### src/rtl/attn_pkg.sv
// attn_pkg: shared state encoding and widths for the attention head scheduler.
package attn_pkg;
  localparam int SCORE_W = 32;
  localparam int HEAD_W = 2;
  localparam int DEF_NUM_HEADS = 4;
  localparam int DEF_SCORES_PER_HEAD = 16;
  typedef enum logic [3:0] {
    IDLE,
    SCORE_GO,
    SCORE_WAIT,
    LD_ADDR,
    LD_CAP,
    SCALE_GO,
    SCALE_WAIT,
    SM_GO,
    SM_FEED,
    SM_WAIT,
    GEMM_GO,
    GEMM_WAIT,
    NEXT_HEAD,
    DONE
  } sched_state_t;
endpackage

### src/rtl/attn_sched_wdt.sv
// attn_sched_wdt: per-wait-state cycle watchdog; only present when ATTN_SCHED_WDT_EN is defined.
`ifdef ATTN_SCHED_WDT_EN
module attn_sched_wdt #(
  parameter int TIMEOUT = 4096
) (
  input  logic clk,
  input  logic rst_n,
  input  logic run,
  output logic hit
);
  localparam int W = $clog2(TIMEOUT + 1);
  logic [W-1:0] cnt;
  // every wait state is entered from a non-wait state, so clearing while idle restarts it on entry
  always_ff @(posedge clk) begin
    if (!rst_n) cnt <= '0;
    else cnt <= run ? cnt + 1'b1 : '0;
  end
  assign hit = run && cnt == W'(TIMEOUT - 1);
endmodule
`endif

### src/rtl/attn_head_sched.sv
// attn_head_sched: sequences score, scale, softmax and GEMM engines across all heads.
// Optional wait-state watchdog with sticky err enabled by ATTN_SCHED_WDT_EN.
module attn_head_sched
  import attn_pkg::*;
#(
  parameter int NUM_HEADS = DEF_NUM_HEADS,
  parameter int SCORES_PER_HEAD = DEF_SCORES_PER_HEAD,
  parameter int TIMEOUT = 4096
) (
  input  logic                                      clk,
  input  logic                                      rst_n,
  input  logic                                      start,
  input  logic                                      abort,
  output logic                                      score_start,
  input  logic                                      score_done,
  output logic                                      score_rd_en,
  output logic [HEAD_W+3:0]                         score_rd_addr,
  input  logic [SCORE_W-1:0]                        score_rd_data,
  output logic                                      scale_start,
  input  logic                                      scale_done,
  output logic [DEF_SCORES_PER_HEAD*SCORE_W-1:0]    score_head_flat,
  output logic                                      sm_start,
  output logic [1:0]                                sm_col,
  output logic                                      sm_feed,
  input  logic [3:0]                                sm_done,
  output logic                                      gemm_start,
  input  logic                                      gemm_done,
  output logic [HEAD_W-1:0]                         head_sel,
  output logic                                      busy,
  output logic                                      done,
  output logic                                      err
);
  if (NUM_HEADS < 1 || NUM_HEADS > 4 || SCORES_PER_HEAD < 1 || SCORES_PER_HEAD > 16 || TIMEOUT < 2) begin : g_bad_cfg
    $error("attn_head_sched: parameter out of range");
  end
  sched_state_t state, next;
  logic start_d, start_pulse, accept, last_idx, last_head;
  logic [3:0] idx, mask;
  logic [1:0] col;
  logic [DEF_SCORES_PER_HEAD*SCORE_W-1:0] cap, cap_nx;
  assign start_pulse = start & ~start_d;
  assign accept = state == IDLE && start_pulse && !abort;
  assign last_idx = idx == 4'(SCORES_PER_HEAD - 1);
  assign last_head = head_sel == HEAD_W'(NUM_HEADS - 1);
`ifdef ATTN_SCHED_WDT_EN
  logic in_wait, wdt_hit;
  assign in_wait = state == SCORE_WAIT || state == SCALE_WAIT || state == SM_WAIT || state == GEMM_WAIT;
  attn_sched_wdt #(.TIMEOUT(TIMEOUT)) u_wdt (
    .clk(clk),
    .rst_n(rst_n),
    .run(in_wait),
    .hit(wdt_hit)
  );
  // abort leaves err untouched; a fresh accepted start clears it
  always_ff @(posedge clk) begin
    if (!rst_n) err <= 1'b0;
    else if (!abort) err <= accept ? 1'b0 : err | wdt_hit;
  end
`else
  logic wdt_hit;
  assign wdt_hit = 1'b0;
  assign err = 1'b0;
`endif
  always_comb begin
    next = state;
    unique case (state)
      IDLE:       if (start_pulse) next = SCORE_GO;
      SCORE_GO:   next = SCORE_WAIT;
      SCORE_WAIT: if (score_done) next = LD_ADDR;
      LD_ADDR:    next = LD_CAP;
      LD_CAP:     next = last_idx ? SCALE_GO : LD_ADDR;
      SCALE_GO:   next = SCALE_WAIT;
      SCALE_WAIT: if (scale_done) next = SM_GO;
      SM_GO:      next = SM_FEED;
      SM_FEED:    if (col == 2'd3) next = SM_WAIT;
      SM_WAIT:    if ((mask | sm_done) == 4'hF) next = GEMM_GO;
      GEMM_GO:    next = GEMM_WAIT;
      GEMM_WAIT:  if (gemm_done) next = NEXT_HEAD;
      NEXT_HEAD:  next = last_head ? DONE : LD_ADDR;
      DONE:       next = IDLE;
      default:    next = IDLE;
    endcase
    if (wdt_hit) next = DONE;
    if (abort) next = IDLE;
  end
  always_comb begin
    cap_nx = cap;
    cap_nx[idx*SCORE_W +: SCORE_W] = score_rd_data;
  end
  always_ff @(posedge clk) begin
    if (!rst_n) begin
      state <= IDLE;
      start_d <= 1'b0;
      head_sel <= '0;
      idx <= '0;
      col <= '0;
      mask <= '0;
      cap <= '0;
      score_head_flat <= '0;
    end else begin
      state <= next;
      start_d <= start;
      idx <= state == LD_CAP ? idx + 4'd1 : state == LD_ADDR ? idx : 4'd0;
      col <= state == SM_FEED ? col + 2'd1 : 2'd0;
      mask <= state == SM_FEED || state == SM_WAIT ? mask | sm_done : 4'd0;
      if (accept) head_sel <= '0;
      else if (state == NEXT_HEAD && next == LD_ADDR) head_sel <= head_sel + 1'b1;
      if (state == LD_CAP) cap <= cap_nx;
      if (next == SCALE_GO) score_head_flat <= cap_nx;
    end
  end
  assign score_start = state == SCORE_GO;
  assign score_rd_en = state == LD_ADDR;
  assign score_rd_addr = score_rd_en ? {head_sel, idx} : '0;
  assign scale_start = state == SCALE_GO || state == SCALE_WAIT;
  assign sm_start = state == SM_GO;
  assign sm_feed = state == SM_FEED;
  assign sm_col = sm_feed ? col : 2'd0;
  assign gemm_start = state == GEMM_GO;
  assign busy = state != IDLE;
  assign done = state == DONE;
endmodule

### config.mk
export PLATFORM = sky130hd
export DESIGN_NAME = attn_head_sched
export DESIGN_NICKNAME = d
export VERILOG_FILES = /design/src/rtl/attn_pkg.sv /design/src/rtl/attn_sched_wdt.sv /design/src/rtl/attn_head_sched.sv
export SDC_FILE = /design/constraint.sdc
export NUM_CORES = 2
export LEC_CHECK = 0
export BUFFER_PORTS_ARGS = -buffer_cell sky130_fd_sc_hd__clkbuf_2
export CAP_MARGIN = 20
export CORE_AREA = 2 2 277 279
export DETAILED_ROUTE_END_ITERATION = 8
export DIE_AREA = 0 0 279 281
export PLACE_DENSITY = 0.82
export SETUP_SLACK_MARGIN = 0.4
export SLEW_MARGIN = 10
export SYNTH_ARGS = -nofsm -noshare
export SYNTH_HDL_FRONTEND = slang
export SYNTH_HIERARCHICAL = 1
export SYNTH_SLANG_ARGS = --single-unit
### constraint.sdc
create_clock -name clk -period 8 [get_ports clk]
set_clock_uncertainty 0.05 [all_clocks]
set_input_delay 2.4 -clock clk [delete_from_list [all_inputs] [get_ports clk]]
set_output_delay 2.4 -clock clk [all_outputs]
set_load 0.05 [all_outputs]
## After elaboration in Yosys (flattened, before gate mapping)

Cells that the tools add are included.

| cells by class | value |
|---|---|
| bitwise gates (word level) | 4 |
| add/subtract/negate cells | 4 |
| shifts and indexed selects | 2 |
| reduce and logical (&&, ||, !) cells | 11 |
| eq/ne operators | 20 |
| multiplexer cells | 15 |

Operator list:

| cell | count |
|---|---|
| $bwmux 512 | 1 |
| $shift 32x34->512 const A | 1 |
| $shiftx 32x34->512 | 1 |
| $pmux 4 s13 | 1 |
| $mux 4 | 10 |
| $neg 9->34 | 1 |
| $eq 4x4->1 const B | 8 |
| $eq 4x3->1 const B | 5 |
| $eq 4x2->1 const B | 3 |
| $mux 6 | 1 |
| $add 2x1->2 const B | 2 |
| $add 4x1->4 const B | 1 |
| $eq 2x2->1 const B | 2 |
| $eq 4x1->1 const B | 1 |
| $logic_not 4->1 | 1 |
| $or 4x4->4 | 1 |
| $reduce_and 2->1 | 2 |
| $reduce_bool 4->1 | 1 |
| $logic_and 1x1->1 | 3 |
| $mux 3 | 1 |
| $logic_or 1x1->1 | 2 |
| $mux 2 | 1 |
| $ne 2x1->1 const B | 1 |
| $not 1->1 | 2 |
| other kinds (3) | 3 |

| storage, ports and cells | value |
|---|---|
| word-level logic and storage cells | 64 |
| output and inout port bits | 531 |
| flip-flop bits (word level) | 1041 |

## Longest topological paths before layout

| depth | value |
|---|---|
| word-level depth | 7 |
| depth in mapped cells | 12 |

## Worst setup path after synthesis

No wires, ideal clock.

| timing path | value |
|---|---|
| kind | register to output |
| from | register idx[0] |
| to | output score_rd_addr[0] |
| buffers on the path | 2 |
| stages on the path, launching flop included | 5 |
| arrival | 2.595 ns |
| setup slack | 2.955 ns |
| required time | 5.550 ns |
| cells stage by stage | dfxtp_1 -> clkbuf_1 -> clkbuf_1 -> inv_1 -> nor4_1 |

| on the way | value |
|---|---|
| word-level cells in the longest chain between the ends | 1 |

RTL lines:

| what | RTL line | source |
|---|---|---|
| start: declaration | attn_head_sched.sv:38 | `logic [3:0] idx, mask;` |
| start signal: assignment | attn_head_sched.sv:103 | `idx <= state == LD_CAP ? idx + 4'd1 : state == LD_ADDR ? idx : 4'd0;` |
| $mux 6 | attn_head_sched.sv:114 | `assign score_rd_addr = score_rd_en ? {head_sel, idx} : '0;` |
| end: declaration | attn_head_sched.sv:17 | `output logic [HEAD_W+3:0] score_rd_addr,` |

No other way between the ends.

## Worst setup path after layout

| timing path | value |
|---|---|
| from | register state[0] |
| to | output score_rd_addr[2] |

| on the way | value |
|---|---|
| word-level cells in the longest chain between the ends | 2 |

RTL lines:

| what | RTL line | source |
|---|---|---|
| start: declaration | attn_head_sched.sv:36 | `sched_state_t state, next;` |
| start signal: assignment | attn_head_sched.sv:101 | `state <= next;` |
| $eq 4x2->1 | attn_head_sched.sv:113 | `assign score_rd_en = state == LD_ADDR;` |
| $mux 6 | attn_head_sched.sv:114 |  |

No other way between the ends.

==> implementation parameters <==
Parameter                              Value

Logic synthesis
  Area share of the largest cell type after synthesis ... 46.4%
  Synthesis-stage register bit count ... 1041
  Post-synth cell types ... between 60 and 70
  Post-synthesis cell count ... around 5200
  Part of the Yosys area used for sequential elements ... between 40% and 50%
  Avg Inst Size Synth ... approximately 8.7 µm²
  Number of flops mapped to enable cells by yosys ... 0
  Net count after synthesis ... 5208
  Syn Std Cell Area ... about 45000 µm²
  Total of warnings raised by yosys ... 6
  Library cell occupying the most area in the post-synthesis netlist ... sky130_fd_sc_hd__dfxtp_1
  Synth area leaders ... sky130_fd_sc_hd__dfxtp_1 (46%), sky130_fd_sc_hd__nand2_1 (9.8%), sky130_fd_sc_hd__mux2i_1 (9.3%)
  Most used DFF post-synth ... sky130_fd_sc_hd__dfxtp_1
  Async SR Flop Fraction ... 0%

Cells and area
  Net count reported at finish ... ~5400
  Multi-input logic area ... ~22000 µm²
  Fill cell instance count of the final layout ... ~6000
  Area growth from synthesis to layout ... 13.7%
  Share of post-route cells with drive strength above 1 ... around 16%
  Register area ... ~21000 µm²

Power
  Internal power contribution ... 0.00831 W
  Power share of the sequential group ... 49.2%
  PwrDens ... roughly 210 nW/µm²
  Fraction of power consumed by combinational cells ... ~2.2%
  Clock network power share ... about half
  Leakage component of the power ... approximately 21 nW
  VDD IR-drop max ... ~0.00017 V
  Total power of the final layout ... roughly 0.011 W
  Net Switching ... between 0.002 and 0.0025 W
  Switching part of the total ... roughly a fifth

Route
  Routed length per placed instance ... around 23 µm
  Routed vias ... 39400
  Number of routed nets with antenna violations ... 0
  Iteration count of the initial detailed-routing pass ... 6
  Final routed wirelength across all metal layers ... approximately 150000 µm
  Average via count per standard cell ... between 6 and 7
  DRC violation count after routing ... 0
  Count of routing violations after the opening detailed-route iteration ... 4490

STA
  Post-route clock period utilization ... roughly two thirds
  Setup violators final ... 0
  RSZ-0062 raised after global routing ... false
  Setup TNS ... 0 ns
  Final max-slew violation count ... 0
  Final-report hold violation count ... 0
  Slew at the pin with the worst max-slew slack ... 1.48 ns
  Time the worst path needs with I/O delays and setup ... ~5.3 ns
  Highest clock rate ... ~0.19 GHz
  Worst slew margin relative to its limit ... between 1 and 1.5%

Flow run
  Max-cap viol count ... 0

Critical path
  Critical Path Slowest Stage Cell ... sky130_fd_sc_hd__nor3_1
  Required time of the critical path ... 5.55 ns
  Maximum fanout encountered on the critical timing path ... 15
  Ordered list of cells on the worst path ... nand2_1 > nor3_1 > and2_1 > clkbuf_2
  Worst Setup End Kind ... output port
  Startpoint type of the worst setup path ... flip-flop
  Startpoint-to-endpoint class of the critical path ... reg -> out
  Peak per-stage delay on the critical path ... between 0.6 and 0.7 ns
  CP Data Arrival Time ... about 2.9 ns

GRT
  Number of antenna violations at the first check in global routing ... 7
  GR Util All Layers ... between 30% and 40%
  Overflow left after global routing ... 0
  Largest net degree at the start of global routing ... between 200 and 300
  Number of global-route vias before repair ... ~36000
  Wire length of the first global-routing pass ... approximately 220000 µm

Place
  GPL Wtd Cong ... a little under 0.9
  Post-detailed-placement half-perimeter wirelength ... between 80000 and 90000 µm
  Number of port buffers ... 572

CTS
  Count of instances resized after the clock tree is built ... 0
  Root buffer cell ... sky130_fd_sc_hd__clkbuf_16
  Count of buffers added by post-CTS timing repair for setup ... 0
  Maximum buffer depth of the clock tree ... 3
  CTS tree ... done
  Number of buffers added to fix hold violations after cts ... 0
  Number of clock sinks ... between 1000 and 1500
  Total clock buffers created by CTS ... around 100
  H-Tree Level Count ... 3
  CTS clk-pin slew, worst paths ... approximately 0.06 ns
  Clock network latency to the later pin of the worst-skew pair ... between 0.6 and 0.7 ns

Die
  Core Rows ... 101
  Number of top-level design ports ... about 570
  Core area ... 75400 µm²
  Initial core utilization ... about three fifths
  Die H ... roughly 280 µm
  Die ar. ... between 70000 and 80000 µm²
  Die span in x ... ~280 µm

Hold path
  Hold Path Class ... reg -> reg

Run status
  Run status ... finished, final reports clean
-- per-layer routing --
metal  part of all wire, %  global-route usage, %  vias up
li1                      -                      -    18200
met1                    40                   47.3    18900
met2                    45                   55.0     1924
met3                   9.9                   8.09      360
met4                   5.4                   18.8        4
met5                 0.046                      0        -
-- cell families after synthesis --
kind of cell	share of synthesized area (%)
xor gates and xnor gates	0.0585
adders and majority gates	0.139
buffers and inverters	5.43
muxes	9.31
other	0.00834
AOI/OAI and AO/OA	23.3
DFF	46.4
and+or+nand+nor	15.4
-- placed cells by master (no fill, tap or decap), types with 5 or more instances in the layout --
cell / count
sky130_fd_sc_hd__a21boi_0: 303
sky130_fd_sc_hd__a21boi_1: 189
sky130_fd_sc_hd__a21boi_2: 20
sky130_fd_sc_hd__a21oi_1: 71
sky130_fd_sc_hd__and2_1: 42
sky130_fd_sc_hd__and3_1: 113
sky130_fd_sc_hd__buf_12: 10
sky130_fd_sc_hd__buf_4: 61
sky130_fd_sc_hd__bufinv_16: 13
sky130_fd_sc_hd__clkbuf_1: 23
sky130_fd_sc_hd__clkbuf_16: 105
sky130_fd_sc_hd__clkbuf_2: 571
sky130_fd_sc_hd__clkbuf_8: 26
sky130_fd_sc_hd__clkinv_2: 18
sky130_fd_sc_hd__dfxtp_1: 1041
sky130_fd_sc_hd__ha_1: 5
sky130_fd_sc_hd__inv_1: 6
sky130_fd_sc_hd__mux2i_1: 417
sky130_fd_sc_hd__nand2_1: 1170
sky130_fd_sc_hd__nand2_2: 5
sky130_fd_sc_hd__nand2b_1: 8
sky130_fd_sc_hd__nand3_1: 133
sky130_fd_sc_hd__nor2_1: 88
sky130_fd_sc_hd__nor2_4: 6
sky130_fd_sc_hd__nor3_1: 11
sky130_fd_sc_hd__o211a_1: 160
sky130_fd_sc_hd__o211ai_1: 352
sky130_fd_sc_hd__o21ai_0: 79
sky130_fd_sc_hd__o21ai_1: 282
-- path summary, 6_finish.rpt --
path	start	to	slack (ns)	cells past startpoint
min reg2reg	cap[263]	cap[263]	0.40	2
max	state[0]	score_rd_addr[2]	2.66	4
min	cap[263]	cap[263]	0.40	2
max reg2reg	idx[0]	score_head_flat[461]	3.58	8
-- critical path: cells and delay by family, from the launching register on --
family	cells	cell delay, ns
flops	1	0.63
simple gates	3	1.29
buf+inv	1	0.31
-- flip-flops by register name, indices dropped and copies added (netlist names) --
register         cells
head_sel             2
start_d              1
col                  2
mask                 4
cap                512
score_head_flat    512
state                4
idx                  4
-- synthesized netlist by cell type, types with 79 or more instances --
cell type,instances
sky130_fd_sc_hd__clkbuf_1,437
sky130_fd_sc_hd__o211ai_1,352
sky130_fd_sc_hd__a21boi_0,303
sky130_fd_sc_hd__nand3_1,134
sky130_fd_sc_hd__and3_1,113
sky130_fd_sc_hd__mux2i_1,417
sky130_fd_sc_hd__o21ai_0,79
sky130_fd_sc_hd__o21ai_1,282
sky130_fd_sc_hd__dfxtp_1,1041
sky130_fd_sc_hd__nor2_1,93
sky130_fd_sc_hd__a21boi_1,189
sky130_fd_sc_hd__buf_2,114
sky130_fd_sc_hd__o211a_1,160
sky130_fd_sc_hd__nand2_1,1175
-- power by group through the flow --
stage | Clock (W) | Combinational, W | Sequential [W]
2_1_floorplan | 0 | 0.000121 | 0.00531
3_3_place_gp | 0 | 0.000224 | 0.00530
3_5_place_dp | 0 | 0.000223 | 0.00530
4_1_cts | 0.00516 | 0.000223 | 0.00519
5_1_grt | 0.00536 | 0.000235 | 0.00519
6_report | 0.00514 | 0.000229 | 0.00519
-- cell type report --
cell class                 count  area share (%)
clock buffer                 154            6.01
antenna                        4          0.0196
multi-input combinational   3525            42.8
sequential                  1041            40.8
clock inverter                35            1.04
inverter                       6          0.0441
timing repair buffer         644            6.96
tap                          978            2.39
-- through the flow --
stage                     cells  setup WS (ns)  util (%)  hold WS, ns  area, µm²
after floorplan            5160           2.96         -        0.360      44900
after global placement     6190           2.50      62.8        0.387      47400
after detailed placement   6192           2.41      62.9        0.394      47500
after CTS                  6381           2.67      67.7        0.402      51100
after global routing       6383           2.52      67.7        0.414      51100
final                      6387           2.66      67.7        0.401      51100
No activity file was read; power rests on OpenSTA's default activity.
